`src/rtl/serial_slice_alu.sv`:
```
// rtl/serial_slice_alu.sv - multi-cycle ALU processing SLICE bits per clock, LSB chunk first
module serial_slice_alu #(
    parameter int WIDTH = 32,
    parameter int SLICE = 4
) (
    input  logic             clk,
    input  logic             reset,
    input  logic             start,
    input  logic [WIDTH-1:0] a,
    input  logic [WIDTH-1:0] b,
    input  logic [2:0]       command,
    output logic             busy,
    output logic             done,
    output logic [WIDTH-1:0] result,
    output logic             carryout,
    output logic             overflow,
    output logic             zero
);

    localparam int N  = WIDTH / SLICE;
    localparam int CW = (N > 1) ? $clog2(N) : 1;

    localparam logic [2:0] OP_ADD  = 3'b000;
    localparam logic [2:0] OP_SUB  = 3'b001;
    localparam logic [2:0] OP_XOR  = 3'b010;
    localparam logic [2:0] OP_SLT  = 3'b011;
    localparam logic [2:0] OP_AND  = 3'b100;
    localparam logic [2:0] OP_NAND = 3'b101;
    localparam logic [2:0] OP_NOR  = 3'b110;
    localparam logic [2:0] OP_OR   = 3'b111;

    typedef enum logic [1:0] {
        S_IDLE = 2'd0,
        S_RUN  = 2'd1,
        S_DONE = 2'd2
    } state_t;

    state_t           state, state_nxt;
    logic [WIDTH-1:0] a_r, b_r, shadow;
    logic [2:0]       cmd_r;
    logic [CW-1:0]    cnt;
    logic             carry;

    logic             accept, last_chunk, subop;
    logic             c, bb, c_msb, cout, ovf, slt_bit;
    logic [SLICE-1:0] ch;
    logic [WIDTH-1:0] full;

    assign accept     = start && (state == S_IDLE || state == S_DONE);
    assign last_chunk = (state == S_RUN) && (cnt == CW'(N - 1));
    assign busy       = (state == S_RUN);
    assign done       = (state == S_DONE);

    always_comb begin
        state_nxt = state;
        case (state)
            S_IDLE:  if (start) state_nxt = S_RUN;
            S_RUN:   if (cnt == CW'(N - 1)) state_nxt = S_DONE;
            S_DONE:  state_nxt = start ? S_RUN : S_IDLE;
            default: state_nxt = S_IDLE;
        endcase
    end

    // Operands are shifted right each chunk, so the working chunk is always bits [SLICE-1:0].
    always_comb begin
        subop = (cmd_r == OP_SUB) || (cmd_r == OP_SLT);
        c     = carry;
        bb    = 1'b0;
        c_msb = 1'b0;
        ch    = '0;
        for (int i = 0; i < SLICE; i++) begin
            bb = b_r[i] ^ subop;
            if (i == SLICE - 1) c_msb = c;
            ch[i] = a_r[i] ^ bb ^ c;
            c     = (a_r[i] & bb) | (c & (a_r[i] ^ bb));
        end
        cout = c;
        case (cmd_r)
            OP_XOR:  ch = a_r[SLICE-1:0] ^ b_r[SLICE-1:0];
            OP_AND:  ch = a_r[SLICE-1:0] & b_r[SLICE-1:0];
            OP_NAND: ch = ~(a_r[SLICE-1:0] & b_r[SLICE-1:0]);
            OP_NOR:  ch = ~(a_r[SLICE-1:0] | b_r[SLICE-1:0]);
            OP_OR:   ch = a_r[SLICE-1:0] | b_r[SLICE-1:0];
            default: ;
        endcase
        // Result enters from the top so the LSB chunk ends up at bit 0 after N steps.
        full    = (shadow >> SLICE) | (WIDTH'(ch) << (WIDTH - SLICE));
        ovf     = c_msb ^ cout;
        slt_bit = full[WIDTH-1] ^ ovf;
    end

    always_ff @(posedge clk) begin
        if (reset) begin
            state <= S_IDLE;
        end else begin
            state <= state_nxt;
        end
    end

    always_ff @(posedge clk) begin
        if (reset) begin
            a_r      <= '0;
            b_r      <= '0;
            cmd_r    <= OP_ADD;
            cnt      <= '0;
            carry    <= 1'b0;
            shadow   <= '0;
            result   <= '0;
            carryout <= 1'b0;
            overflow <= 1'b0;
            zero     <= 1'b0;
        end else if (accept) begin
            a_r   <= a;
            b_r   <= b;
            cmd_r <= command;
            cnt   <= '0;
            carry <= (command == OP_SUB) || (command == OP_SLT);
        end else if (state == S_RUN) begin
            a_r    <= a_r >> SLICE;
            b_r    <= b_r >> SLICE;
            shadow <= full;
            carry  <= cout;
            cnt    <= cnt + CW'(1);
            if (last_chunk) begin
                case (cmd_r)
                    OP_ADD, OP_SUB: begin
                        result   <= full;
                        carryout <= cout;
                        overflow <= ovf;
                        zero     <= (full == '0);
                    end
                    OP_SLT: begin
                        result   <= WIDTH'(slt_bit);
                        carryout <= 1'b0;
                        overflow <= 1'b0;
                        zero     <= ~slt_bit;
                    end
                    default: begin
                        result   <= full;
                        carryout <= 1'b0;
                        overflow <= 1'b0;
                        zero     <= (full == '0);
                    end
                endcase
            end
        end
    end

endmodule

```
`config.mk`:
```
export PLATFORM = sky130hd
export DESIGN_NAME = serial_slice_alu
export DESIGN_NICKNAME = d
export VERILOG_FILES = /design/src/rtl/serial_slice_alu.sv
export SDC_FILE = /design/constraint.sdc
export NUM_CORES = 1
export LEC_CHECK = 0
export ABC_AREA = 1
export BUFFER_PORTS_ARGS = -buffer_cell sky130_fd_sc_hd__buf_2
export CAP_MARGIN = 20
export CORE_MARGIN = 5
export CORE_UTILIZATION = 30
export CTS_BUF_LIST = sky130_fd_sc_hd__clkbuf_4 sky130_fd_sc_hd__clkbuf_8 sky130_fd_sc_hd__clkbuf_16
export DETAILED_ROUTE_END_ITERATION = 8
export GPL_TIMING_DRIVEN = 0
export PLACE_DENSITY = 0.47
export RECOVER_POWER = 100
export SLEW_MARGIN = 20
export SYNTH_ARGS = -nofsm -noshare
export SYNTH_HDL_FRONTEND = slang
export SYNTH_SLANG_ARGS = --single-unit
```
`constraint.sdc`:
```
create_clock -name clk -period 5.2 [get_ports clk]
set_input_delay 0.26 -clock clk [delete_from_list [all_inputs] [get_ports clk]]
set_output_delay 0.26 -clock clk [all_outputs]
set_load 0.005 [all_outputs]
```
# --- Yosys cells after proc, flatten, opt, wreduce, memory -nomap -nowiden ---
# Index checks and enable logic that the tools add are counted.
word_totals:
  regBits: 140
  in_bits: 70
  output_inout_bits: 37
  elab_cells: 89
classes:
  add_sub_neg: 1
  eq_ne: 14
  n_mux: 15
  bitwise_logic: 34
  n_reduce_logical: 14
op_table:
  columns: ["op", "n"]
  rows:
  - ["$mux W32", 5]
  - ["$logic_not A32 Y1", 1]
  - ["$or A28 B32 Y32", 1]
  - ["$pmux W4 S5", 1]
  - ["$eq A3 B3 Y1 const B", 5]
  - ["$xor A1 B1 Y1", 14]
  - ["$eq A3 B2 Y1 const B", 3]
  - ["$and A1 B1 Y1", 8]
  - ["$not A4 Y4", 2]
  - ["$eq A3 B1 Y1 const B", 2]
  - ["$mux W1", 6]
  - ["$pmux W2 S3", 1]
  - ["$and A4 B4 Y4", 1]
  - ["$mux W2", 2]
  - ["$or A1 B1 Y1", 4]
  - ["$or A4 B4 Y4", 1]
  - ["$reduce_and A2 Y1", 2]
  - ["$reduce_or A2 Y1", 2]
  - ["$xor A4 B4 Y4", 1]
  - ["$add A3 B1 Y3 const B", 1]
  - ["$logic_not A3 Y1", 1]
  - ["$logic_or A1 B1 Y1", 3]
  - ["$reduce_and A3 Y1", 1]
  - ["$eq A2 B1 Y1 const B", 1]
  - ["7 further kinds", 9]

# --- Depth between registers and ports, before layout ---
depth:
  depth_word: 16
  mapped_depth: 18

# --- Least setup slack after synthesis ---
# No wires, ideal clock.
synth_path:
  path_type: "register to register"
  start: "register cmd_r[2]"
  end: "register zero"
  setup_ps: 117
  t_arrival_ps: 2892
  path_slack_ps: 2191
  path_stages_with_launch: 18
  synth_period_minus_slack_ps: 3009
  cell_sequence: "dfxtp_1 buf_4 inv_2 nand2_1 xor2_1 fa_1 inv_1 fa_1 fa_1 inv_1 fa_1 or2_1 nand3_1 nand2_1 nand2_1 nand2_1 nor2_1 nor2_1"
synth_between:
  elab_chain_cells: 16
synth_rtl:
  columns: ["item", "line_no", "text"]
  rows:
  - ["start, declared", "40", "logic [2:0] cmd_r;"]
  - ["start signal, assigned", "115", "cmd_r <= command;"]
  - ["parallel branches: the longest is 15 deep, another holds $pmux W4 S5", null, null]
  - ["$mux W1 (*)", null, null]
  - ["end signal, assigned", "130", "zero <= (full == '0);"]
  - ["end signal, assigned", "136", "zero <= ~slt_bit;"]
  - ["end signal, assigned", "142", "zero <= (full == '0);"]
  - ["end, declared", "17", "output logic zero"]
# Every way passes the cells marked *.
# A chain may end at the register's enable or synchronous reset.

# --- Final worst setup path ---
# Ends and elaborated chain as after synthesis.

==> impl_metrics.yaml <==
global_routing:
  grtUsageTotal_pct: 16.8
  grt_pass1_wl_mm: 29.3
  first_global_vias: 5502
  antenna_found_initial: 1
  global_route.overflow_total: 0
  grt_start_max_net_pins: 17
drt:
  ant_nets: 0
  drt-pass1-iter-count: 4
  wire_per_inst_um: 15.4
  detailed_route_vias_per_instance: 4.65
  remaining_drc_errors: 0
  route.final.wire_length_mm: 18.4
  detailedRoute.firstIterationViolations: 281
  via_count: 5565
pwr:
  power.density_mw_per_mm2: 371
  ir_drop_uv: 251
  leakage_nw: 2.96
yosys:
  mappedNetlistNets: 882
  synth.ff_latch_count: 136
  synth.largest_area_cell: "sky130_fd_sc_hd__dfxtp_1"
  post_synth_most_frequent_cells: "205 x sky130_fd_sc_hd__nand2_1, 136 x sky130_fd_sc_hd__dfxtp_1, 95 x sky130_fd_sc_hd__a21oi_1, 80 x sky130_fd_sc_hd__o21ai_0, 64 x sky130_fd_sc_hd__inv_1"
  netlist_area_mm2: 0.00593
  netlist_instances: 798
  synth_seq_area_share_pct: 45.9
  asyncSetResetFlopFracSynth_pct: 0
  synth_top_cells_by_area: "sky130_fd_sc_hd__dfxtp_1 46%, sky130_fd_sc_hd__nand2_1 13%, sky130_fd_sc_hd__a21oi_1 8.0%"
  average_size_of_a_mapped_cell_um2: 7.44
  ys.warnings.count: 0
  post-synth-top-count-cell: "sky130_fd_sc_hd__nand2_1"
  postSynth.topFlopCell: "sky130_fd_sc_hd__dfxtp_1"
  yosysTopAreaCellShare_pct: 45.9
  synth_enable_flop_cells: 0
  post_synth_num_cell_types: 33
final_layout:
  layoutNonFillerInstCount: 1198
  synthToLayoutAreaGrowth_pct: 22.4
  drive_gt1_share_pct: 14.4
  final_net_count: 1006
  num_antenna_cells: 0
  post-route-util_pct: 37.3
placed_design:
  placed_cells_incl_taps: 1168
  port-buffer-count: 105
  dp_hpwl_mm: 13.8
  routabilityCongestion: 0.798
sta:
  slew_headroom_pct: 53.6
  max_slew.worst_pin.slew_ns: 0.697
  max_clock_freq_mhz: 269
  rsz0062_at_grt: "no"
  maxSlewViolCount: 0
  period_needed_ns: 3.72
  finalSetupTns_ns: 0
  timing.final.hold_violations: 0
  final-setup-viol-count: 0
  layout_worst_path_cycle_share_pct: 71.6
  clock-skew-final_ns: 0.00730
clock_network:
  tritoncts: "built"
  cts_num_sinks: 136
  clock_tree.root_cell: "sky130_fd_sc_hd__clkbuf_16"
  cts-resized-gates: 0
  cts_setup_buffers: 0
  max-clock-path-buffers: 2
  clk-insertion-delay-late_ns: 0.41
  htreeDepth: 4
  clkTransAtPathRegs_ns: 0.06
  tritoncts.num_buffers: 17
  postCtsHoldBufs: 0
critical_path:
  critPathCaptureType: "flop"
  worst-endpoint-arrival_ns: 4.03
  worstSetupPathType: "flop to flop"
  timing.critical_path.required_ns: 5.51
  crit_path_start_kind: "flop"
  crit_fanout: 10
floorplanning:
  dieArea_mm2: 0.0227
  die_y_um: 151
  fp-row-count: 51
  core_area_mm2: 0.0195
  start_util_pct: 30.5
  number_of_top_level_pins: 107
  die_width_um: 151
hold_path:
  hp-class: "input port to flop"
run:
  max_cap_violations: 0
status:
  run_status: "complete, no violations"
-- per-stage QoR --
stage               hold slack (ns)  power [W]  cell area [um2]  setup slack [ns]
floorplan                     0.402    0.00140             5930              2.19
global placement              0.451    0.00154             6790              1.95
detailed placement            0.455    0.00153             6790              1.94
CTS                          0.0799    0.00273             7370              1.90
global route                 0.0936    0.00283             7260              1.17
finish                       0.0946    0.00269             7260              1.48
-- final timing paths --
kind         startpoint  slack, ns  cells past startpoint       to
min reg2reg     b_r[22]       0.46                      2  b_r[18]
max reg2reg    cmd_r[2]       1.48                     17     zero
min                a[5]       0.09                      3   a_r[5]
max            cmd_r[2]       1.48                     17     zero
-- cells by family after synthesis --
| kind of cell | share of synthesized area [%] |
|---|---|
| and+or+nand+nor | 21.2 |
| DFF | 45.9 |
| AOI/OAI and AO/OA | 19.7 |
| adders and majority gates | 3.46 |
| xor gates and xnor gates | 0.738 |
| buffers and inverters | 9.00 |
-- state kept, by name, summed over array words and instances, names as in the netlist --
name,count
cmd_r,3
carryout,1
cnt,3
overflow,1
result,32
shadow,28
a_r,32
zero,1
state,2
carry,1
b_r,32
-- layout make-up --
cell class | count | area, um2
fillers | 2151 | 12200
flip-flops and latches | 136 | 2720
multi-input cells | 537 | 2640
repair buffers | 105 | 500
clock buffers | 22 | 475
well taps | 265 | 332
inverters | 72 | 275
plain buffers | 53 | 219
clock inverters | 8 | 98.8
-- cells in the final DEF, fill, tap and decap left out, drive strengths merged, types with 12 or more instances in the layout --
cell type / count
nand2: 208
dfxtp: 136
a21oi: 95
buf: 95
o21ai: 87
clkbuf: 85
inv: 70
nor2: 57
nand3: 17
a221oi: 14
nand4: 12
-- power breakdown --
group / internal (W) / total [W] / switching, W
clock: 0.000739 / 0.00119 / 0.000449
combinational: 0.000120 / 0.000354 / 0.000235
sequential: 0.00111 / 0.00115 / 0.0000383
total: 0.00197 / 0.00269 / 0.000722
-- critical path: stages (launching register included) --
cell and delay (ns):
sky130_fd_sc_hd__dfxtp_1 0.30, sky130_fd_sc_hd__clkbuf_1 0.37, sky130_fd_sc_hd__inv_1 0.26, sky130_fd_sc_hd__nand2_1 0.24, sky130_fd_sc_hd__xor2_1 0.20, sky130_fd_sc_hd__fa_1 0.18, sky130_fd_sc_hd__inv_1 0.05, sky130_fd_sc_hd__fa_1 0.40
sky130_fd_sc_hd__fa_1 0.42, sky130_fd_sc_hd__inv_1 0.09, sky130_fd_sc_hd__fa_1 0.42, sky130_fd_sc_hd__or2_0 0.25, sky130_fd_sc_hd__nand3_1 0.09, sky130_fd_sc_hd__nand2_1 0.05, sky130_fd_sc_hd__nand2_1 0.09, sky130_fd_sc_hd__nand2_1 0.06
sky130_fd_sc_hd__nor2_1 0.10, sky130_fd_sc_hd__nor2_1 0.04
-- layer usage --
layer	global-route usage, %	share of wire (%)	vias to the layer above
met5	0	0.060	-
met1	22.5	49	2586
met3	4.46	4.0	14
met2	27.0	46	90
met4	4.31	1.1	2
li1	-	-	2873
Power figures use the tool's default switching activity.
